--- src/rtl/video_fb_rd_sched_pkg.sv ---
// Shared types and default constants for the frame-buffer read scheduler.
// The remaining/offset counters are sized for a full 11x11-bit frame area.
package video_pkg;

  localparam int REM_W = 22;

  localparam int DEF_BURST_LEN = 64;
  localparam int DEF_FIFO_DEPTH = 1024;
  localparam logic [27:0] DEF_BUF_STRIDE = 28'h0200000;

  typedef enum logic [2:0] {
    ST_IDLE  = 3'd0,
    ST_FLUSH = 3'd1,
    ST_CHECK = 3'd2,
    ST_REQ   = 3'd3,
    ST_WAIT  = 3'd4
  } state_e;

endpackage

--- src/rtl/video_fb_rd_sched_if.sv ---
// Burst read channel between the scheduler (master) and the frame-buffer reader.
interface video_fb_rd_sched_if #(
  parameter int ADDR_W = 28
);
  logic              rd_req;
  logic              rd_ack;
  logic [ADDR_W-1:0] rd_addr;
  logic [7:0]        rd_len;
  logic              rd_done;

  modport master (output rd_req, rd_addr, rd_len, input rd_ack, rd_done);
  modport slave  (input rd_req, rd_addr, rd_len, output rd_ack, rd_done);
endinterface

--- src/rtl/video_fb_rd_sched.sv ---
// Keeps the display line FIFO topped up with one-outstanding frame-buffer bursts,
// restarting on every vsync falling edge from the newest completed buffer.
module video_fb_rd_sched
  import video_pkg::*;
#(
  parameter int              ADDR_W     = 28,
  parameter int              LVL_W      = 11,
  parameter int              FIFO_DEPTH = DEF_FIFO_DEPTH,
  parameter int              BURST_LEN  = DEF_BURST_LEN,
  parameter logic [ADDR_W-1:0] BUF_STRIDE = DEF_BUF_STRIDE
) (
  input  logic               pixel_clk,
  input  logic               sys_rst,
  input  logic               video_vs,
  input  logic [10:0]        h_disp,
  input  logic [10:0]        v_disp,
  input  logic               wr_buf_done,
  input  logic               wr_buf_idx,
  input  logic [LVL_W-1:0]   fifo_level,
  input  logic               data_req,
  input  logic               fifo_empty,
  output logic               fifo_flush,
  output logic               rd_buf_idx,
  output logic [15:0]        underflow_cnt,
  video_fb_rd_sched_if.master rd
);

  state_e           state;
  logic             vs_d;
  logic             vs_fall;
  logic             latest;
  logic             latest_vld;
  logic             restart_pend;
  logic [REM_W-1:0] remaining;
  logic [REM_W-1:0] offset;
  logic [7:0]       len_next;
  logic [LVL_W:0]   need;
  logic             fits;

  assign vs_fall    = vs_d & ~video_vs;
  assign fifo_flush = (state == ST_FLUSH);
  assign rd.rd_req  = (state == ST_REQ);

  // Burst is clipped to what is left of the frame; space check is one bit wider than the level
  always_comb begin
    len_next = 8'(BURST_LEN);
    if (remaining < REM_W'(BURST_LEN))
      len_next = remaining[7:0];
    need = {1'b0, fifo_level} + (LVL_W+1)'(len_next);
    fits = (need <= (LVL_W+1)'(FIFO_DEPTH));
  end

  always_ff @(posedge pixel_clk or posedge sys_rst) begin
    if (sys_rst) begin
      state        <= ST_IDLE;
      vs_d         <= 1'b1;
      latest       <= 1'b0;
      latest_vld   <= 1'b0;
      restart_pend <= 1'b0;
      remaining    <= '0;
      offset       <= '0;
      rd_buf_idx   <= 1'b0;
      rd.rd_addr   <= '0;
      rd.rd_len    <= '0;
    end else begin
      vs_d <= video_vs;
      if (wr_buf_done) begin
        latest     <= wr_buf_idx;
        latest_vld <= 1'b1;
      end
      case (state)
        ST_IDLE: if (vs_fall) state <= ST_FLUSH;
        ST_FLUSH: begin
          remaining    <= REM_W'(h_disp) * REM_W'(v_disp);
          offset       <= '0;
          restart_pend <= 1'b0;
          if (latest_vld) rd_buf_idx <= latest;
          state <= ST_CHECK;
        end
        ST_CHECK: begin
          if (remaining == '0)
            state <= ST_IDLE;
          else if (vs_fall)
            state <= ST_FLUSH;
          else if (fits) begin
            rd.rd_len  <= len_next;
            rd.rd_addr <= (rd_buf_idx ? BUF_STRIDE : '0) + ADDR_W'(offset);
            state      <= ST_REQ;
          end
        end
        ST_REQ: begin
          if (vs_fall) restart_pend <= 1'b1;
          if (rd.rd_ack) state <= ST_WAIT;
        end
        ST_WAIT: begin
          if (vs_fall) restart_pend <= 1'b1;
          // The in-flight burst always lands before a late frame restart takes effect
          if (rd.rd_done) begin
            offset    <= offset + REM_W'(rd.rd_len);
            remaining <= remaining - REM_W'(rd.rd_len);
            state     <= (restart_pend | vs_fall) ? ST_FLUSH : ST_CHECK;
          end
        end
        default: state <= ST_IDLE;
      endcase
    end
  end

  always_ff @(posedge pixel_clk or posedge sys_rst) begin
    if (sys_rst)
      underflow_cnt <= '0;
    else if (data_req && fifo_empty && (underflow_cnt != 16'hFFFF))
      underflow_cnt <= underflow_cnt + 16'd1;
  end

endmodule
--- src/flat_wrapper.sv ---
// flat-port wrapper written by rule: the top's interface ports become plain ports
module video_fb_rd_sched_flat import video_pkg::*;
#(
  parameter int              ADDR_W     = 28,
  parameter int              LVL_W      = 11,
  parameter int              FIFO_DEPTH = DEF_FIFO_DEPTH,
  parameter int              BURST_LEN  = DEF_BURST_LEN,
  parameter logic [ADDR_W-1:0] BUF_STRIDE = DEF_BUF_STRIDE
)
  (pixel_clk, sys_rst, video_vs, h_disp, v_disp, wr_buf_done, wr_buf_idx, fifo_level, data_req, fifo_empty, fifo_flush, rd_buf_idx, underflow_cnt, rd_rd_req, rd_rd_addr, rd_rd_len, rd_rd_ack, rd_rd_done);
  video_fb_rd_sched_if #(.ADDR_W(ADDR_W)) rd_i ();
  input  logic pixel_clk;
  input  logic sys_rst;
  input  logic video_vs;
  input  logic [10:0] h_disp;
  input  logic [10:0] v_disp;
  input  logic wr_buf_done;
  input  logic wr_buf_idx;
  input  logic [LVL_W-1:0] fifo_level;
  input  logic data_req;
  input  logic fifo_empty;
  output logic fifo_flush;
  output logic rd_buf_idx;
  output logic [15:0] underflow_cnt;
  output wire logic [$bits(rd_i.rd_req)-1:0] rd_rd_req;
  output wire logic [$bits(rd_i.rd_addr)-1:0] rd_rd_addr;
  output wire logic [$bits(rd_i.rd_len)-1:0] rd_rd_len;
  input wire logic [$bits(rd_i.rd_ack)-1:0] rd_rd_ack;
  input wire logic [$bits(rd_i.rd_done)-1:0] rd_rd_done;
  assign rd_rd_req = rd_i.rd_req;
  assign rd_rd_addr = rd_i.rd_addr;
  assign rd_rd_len = rd_i.rd_len;
  assign rd_i.rd_ack = rd_rd_ack;
  assign rd_i.rd_done = rd_rd_done;
  video_fb_rd_sched #(.ADDR_W(ADDR_W), .LVL_W(LVL_W), .FIFO_DEPTH(FIFO_DEPTH), .BURST_LEN(BURST_LEN), .BUF_STRIDE(BUF_STRIDE)) u_core (.pixel_clk(pixel_clk), .sys_rst(sys_rst), .video_vs(video_vs), .h_disp(h_disp), .v_disp(v_disp), .wr_buf_done(wr_buf_done), .wr_buf_idx(wr_buf_idx), .fifo_level(fifo_level), .data_req(data_req), .fifo_empty(fifo_empty), .fifo_flush(fifo_flush), .rd_buf_idx(rd_buf_idx), .underflow_cnt(underflow_cnt), .rd(rd_i));
endmodule
--- config.mk ---
export PLATFORM = sky130hd
export DESIGN_NAME = video_fb_rd_sched_flat
export DESIGN_NICKNAME = d
export VERILOG_FILES = /design/src/rtl/video_fb_rd_sched_pkg.sv /design/src/rtl/video_fb_rd_sched_if.sv /design/src/rtl/video_fb_rd_sched.sv /design/src/flat_wrapper.sv
export SDC_FILE = /design/constraint.sdc
export NUM_CORES = 1
export LEC_CHECK = 0
export ABC_AREA = 1
export ABC_CLOCK_PERIOD_IN_PS = 4400
export CAP_MARGIN = 0
export CORE_MARGIN = 1.5
export CORE_UTILIZATION = 61
export CTS_BUF_LIST = sky130_fd_sc_hd__clkbuf_4 sky130_fd_sc_hd__clkbuf_8
export CTS_CLUSTER_DIAMETER = 80
export DETAILED_ROUTE_END_ITERATION = 6
export GPL_TIMING_DRIVEN = 0
export PLACE_DENSITY = 0.84
export SETUP_SLACK_MARGIN = 0.15
export SYNTH_ARGS = -nofsm -noshare
export SYNTH_HDL_FRONTEND = slang
export SYNTH_SLANG_ARGS = --single-unit
--- constraint.sdc ---
create_clock -name pixel_clk -period 4.4 [get_ports pixel_clk]
set_input_delay 0.88 -clock pixel_clk [delete_from_list [all_inputs] [get_ports pixel_clk]]
set_output_delay 0.88 -clock pixel_clk [all_outputs]
set_load 0.03 [all_outputs]
**Word level (Yosys, flattened, before mapping)**

Cells that the tools add are included.

- Memory bits (read-only): 0
- Word-level logic and storage cells: 62
- Bits in writable memories: 0
- Memories: 0
- Latch bits: 0
- Register bits: 104

- Bitwise gates (word level): 5
- Shift operators: 0
- Reductions and logical operators: 12
- Muxes and demuxes: 16
- Order comparisons: 2
- Eq/ne operators: 10
- Multiply operators: 1
- Divide/modulo/power cells: 0
- Add/sub/neg operators: 5

Operator list:

| kind | number |
|---|---|
| one-hot mux 22 bit (2 select lines) | 2 |
| 2-to-1 mux 22 bit | 3 |
| adder 28 x 22 -> 28 bit | 1 |
| adder 22 x 8 -> 22 bit | 1 |
| logical NOT 22 bit | 1 |
| less-than comparator 22 x 7 -> 1 bit (second input constant) | 1 |
| multiplier 11 x 11 -> 22 bit | 1 |
| subtractor 22 x 8 -> 22 bit | 1 |
| 2-to-1 mux 3 bit | 6 |
| adder 16 x 1 -> 16 bit (second input constant) | 1 |
| != test 16 bit (second input constant) | 1 |
| one-hot mux 3 bit (5 select lines) | 1 |
| adder 11 x 8 -> 12 bit | 1 |
| less-or-equal comparator 12 x 11 -> 1 bit (second input constant) | 1 |
| 2-to-1 mux 8 bit | 1 |
| AND reduction 4 bit | 2 |
| equality test 3 x 2 -> 1 bit (second input constant) | 2 |
| != test 2 x 1 -> 1 bit (second input constant) | 3 |
| AND reduction 2 bit | 3 |
| != test 4 x 1 -> 1 bit (second input constant) | 1 |
| nonzero test 2 bit | 2 |
| equality test 3 x 1 -> 1 bit (second input constant) | 1 |
| equality test 3 bit (second input constant) | 1 |
| logical NOT 3 bit | 1 |
| other kinds (9) | 12 |

**Logic depth before layout (Yosys ltp)**

- Word-level depth: 8
- Mapped depth: 26
- Depth with buffers taken out: 25

**Least setup slack after synthesis**

OpenSTA, ideal clock, no wires.

- Path type: input port to flip-flop
- From: input port v_disp[4]
- To: register u_core.remaining[19]
- Required time: 4284 ps
- Path slack: -869 ps
- Library setup time: 116 ps
- Arrival time: 5152 ps
- Cell stages on the path: 19
- Cell sequence: clkbuf_1 nand2_1 fa_1 inv_1 fa_1 fa_1 fa_1 inv_1 fa_1 inv_1 ha_1 a21oi_1 o21ai_0 a211oi_1 nand3_1 nand3_1 nand2_1 nand2_1 nand2_1

- Word-level cells in the longest chain between the ends: 2

Ends and longest elaborated chain:

| item | RTL line | RTL |
|---|---|---|
| start: declaration | flat_wrapper.sv:16 | `input logic [10:0] v_disp;` |
| multiplier 11 x 11 -> 22 bit | video_fb_rd_sched.sv:74 | `remaining <= REM_W'(h_disp) * REM_W'(v_disp);` |
| one-hot mux 22 bit (2 select lines) | video_fb_rd_sched.sv:71 | `case (state)` |
| end signal: assignment | video_fb_rd_sched.sv:74 |  |
| end signal: assignment | video_fb_rd_sched.sv:100 | `remaining <= remaining - REM_W'(rd.rd_len);` |
| end: declaration | video_fb_rd_sched.sv:34 | `logic [REM_W-1:0] remaining;` |

No other way between the ends.
A chain may end at the register's enable or synchronous reset.

**Worst setup path after layout**

- From: input port v_disp[5]
- To: register u_core.remaining[15]

Same word-level chain as after synthesis.

==> results.toml <==
[timing]
relSlewSlack_pct = 42.8
finalCritPeriodShare_pct = 125
setup_viol = 15
clock_skew_ns = 0.0162
rsz0062_at_grt = "yes"
max_freq_ghz = 0.182
fin_crit_ns = 5.50
hold_violations = 0
fin_ws_ns = -1.10
final_max_slew_viol_count = 0
tightest_slew_ns = 0.858

[drt]
vias = 11900
wl_per_cell_um = 22.0
antenna_left = 0
via_per_inst = 6.28
drc = 159
routed_wl_um = 41700
drtIter0Drc = 1901
dr.pass1.iters = 7

[die]
io_pins = 97
rows = 48
die_y_um = 135
initial_core_util_pct = 62.0
die-area_mm2 = 0.0183
die_w_um = 135
core_region_area_mm2 = 0.0172

[min_path]
holdPathEnd = "u_core.rd.rd_addr[4]"
worstHoldStart = "u_core.rd.rd_addr[4]"
hold_class = "register to register"
hold_depth = 2

[finish]
num_antenna_cells = 0
drive_gt1_share_pct = 26.3
layout_common_cells = "308 x nand2_1, 279 x inv_1, 98 x dfrtp_1"
fin_nets = 1880
instances_no_fill = 1899
final_common_cell = "nand2_1"
area_growth_pct = 33.5

[synth]
synthCells = 1464
synthesis.area_mm2 = 0.0107
synth.distinct_cells = 45
seq_area_frac_synth_pct = 23.3
yosys_warnings = 0
synth-seq-cells = 99
syn_area_per_cell_um2 = 7.28

[power]
clock_power_share_pct = 5.7
seq_power_share_pct = 13.1
p_sw_uw = 5890
p_int_uw = 4670
peakVddDrop_v = 0.000564
leakage_uw = 0.00750
pwr-share-comb_pct = 81.2
powerDensity_mw_per_mm2 = 742
p_total_uw = 10600
p_sw_share_pct = 55.8

[worst_setup_path]
r2r_slack_ns = 0.16
crit_arrival_ns = 5.81
path_delay_family = "adder cells"
critPathKind = "input port to register"
crit_start = "v_disp[5]"
slowest_stage = "fa_1"
required_ns = 4.70
r2r-start = "u_core.remaining[10]"
start_kind = "input port"
worst-path-max-fanout = 5
r2r_cells = 19
regToRegEndpoint = "u_core.rd.rd_addr[21]"
path_cells = "buf_6 > clkbuf_8 > buf_6 > nand2_4 > fa_2 > fa_1 > fa_1 > inv_2 > fa_1 > inv_2 > fa_1 > inv_2 > ha_4 > buf_4 > buf_6 > nand2_8 > o21ai_2 > nand2_1 > nand3_2 > nor2_1 > nor2_1 > nand2_1 > a31oi_1"
end_kind = "register"
crit_buf_inv = 8
slowest_delay_ns = 0.74
crit_path_frequent_cell = "fa_1"

[global_routing]
antenna_found_initial = 0
grt_overflow = 0
grt_pass1_wl_um = 50800
grt_max_degree = 73
grt.total_usage_pct = 35.4
grt_pass1_vias = 10600

[run]
maxCapViolations = 0

[cts]
cts_tree = "built"
htree_levels = 3
cts_hold_buf = 0
clock_tree.root_cell = "clkbuf_8"
cts_buffers = 9
clk-insertion-delay-late_ns = 0.40
clk_pin_slew_worst_paths_ns = 0.10
clock_path_buffers = 2
clkSinkCount = 99

[status]
violations = "DRC, setup timing"
status = "finished, violations left"

[placed_design]
place_ws_ns = -1.31
dp_hpwl_um = 20600
port_buffers = 91
dp_cells = 1786
gp_congestion = 0.928
[registers in the layout (all words and copies together) (netlist names)]
name	flops
u_core.rd.rd_addr	23
u_core.offset	22
u_core.remaining	22
u_core.underflow_cnt	16
u_core.rd.rd_len	8
u_core.state	3
u_core.latest	1
u_core.latest_vld	1
u_core.rd_buf_idx	1
u_core.restart_pend	1
u_core.vs_d	1
[worst reg2reg max path, cell delays in order (launching register included)]
cell	delay (ns)
dfrtp_1	0.47
nor2_1	0.28
nand2_1	0.29
nor4_4	0.53
inv_1	0.21
nor2_1	0.23
ha_1	0.26
fa_1	0.42
or2_2	0.28
nor2_1	0.11
nand3_1	0.08
nor2_1	0.13
nand3_1	0.09
nor2_1	0.09
nand2_1	0.14
nand2_2	0.11
nand2_4	0.11
inv_2	0.21
nand2_1	0.09
nand2_1	0.07
[repair_timing]
action | in CTS | in global routing
pin swaps | 89 | 85
cloned | 4 | 0
resized for setup | 223 | 119
setup endpoints to repair | 17 | 23
buffers inserted | 66 | 27
[power groups by stage]
| stage | logic (uW) | registers, uW | clock network, uW |
|---|---|---|---|
| finish | 8570 | 1390 | 600 |
| global placement | 5010 | 1370 | 0 |
| CTS | 6000 | 1360 | 591 |
| floorplan | 3750 | 1530 | 0 |
| global route | 8890 | 1400 | 628 |
| detailed placement | 5110 | 1380 | 0 |
[cell families (layout without fill, tap and decap cells)]
family / count (synthesis) / after routing / synth area share [%]
compound gates: 171 / 171 / 9.53
other cells: 1 / 6 / 0.0352
fa+ha+maj: 169 / 169 / 25.7
flops: 99 / 99 / 23.3
xor+xnor: 27 / 27 / 2.22
simple gates: 629 / 629 / 25.6
buf+inv: 368 / 573 / 13.6
[Yosys cell counts (all sizes together)]
master / number / area, um^2
conb: 1 / 3.75
xor2: 18 / 158
nor4: 7 / 58.8
a21boi: 1 / 7.51
o22ai: 5 / 31.3
buf: 16 / 129
nand4: 22 / 138
ha: 86 / 1080
xnor2: 9 / 78.8
dfrtp: 98 / 2450
or2: 6 / 37.5
nand2: 396 / 1570
o311a: 1 / 10.0
clkbuf: 28 / 105
o21bai: 5 / 37.5
o211ai: 2 / 15.0
inv: 324 / 1220
o31ai: 2 / 15.0
nor3b: 2 / 15.0
a21oi: 56 / 288
a211oi: 1 / 7.51
a21o: 4 / 30.0
fa: 83 / 1660
a31oi: 12 / 75.1
nand3: 76 / 385
nor3: 16 / 90.1
nand3b: 3 / 22.5
nor2: 101 / 419
dfstp: 1 / 26.3
a22oi: 1 / 7.51
o21ai: 81 / 492
[routing by layer]
metal	GRT usage (%)	part of all wire, %	up-vias
li1	-	-	4921
met1	44.3	33	5409
met2	59.2	43	1110
met3	6.17	14	493
met4	18.0	11	0
met5	0	0	-
[layout make-up]
cell class | instances | area (um^2)
Clock inverter | 5 | 43.8
Buffer | 44 | 507
Sequential cell | 99 | 2480
Tap cell | 225 | 282
Inverter | 324 | 1220
Fill cell | 988 | 2960
Clock buffer | 11 | 151
Timing Repair Buffer | 189 | 1830
Multi-Input combinational cell | 1002 | 7710
[worst max-delay path by stage]
stage | to | cells after the start | slack [ns]
2_1_floorplan | u_core.remaining[16] | 21 | -0.41
3_3_place_gp | u_core.remaining[16] | 22 | -1.23
3_5_place_dp | u_core.remaining[16] | 22 | -1.31
4_1_cts | u_core.remaining[20] | 22 | -0.43
5_1_grt | u_core.remaining[21] | 24 | -1.15
6_report | u_core.remaining[15] | 23 | -1.10
[per-stage QoR]
stage | setup TNS [ns] | area [um^2] | util [%] | hold WS [ns]
6_report | -13.40 | 14200 | 82.8 | 0.490
5_1_grt | -13.86 | 14200 | 82.8 | 0.507
4_1_cts | -3.89 | 13600 | 79.2 | 0.496
3_5_place_dp | -17.96 | 12400 | 72.3 | 0.472
3_3_place_gp | -72.06 | 12400 | 72.1 | 0.466
2_1_floorplan | -4.40 | 11200 | - | 0.450
Power figures use the tool's default switching activity.
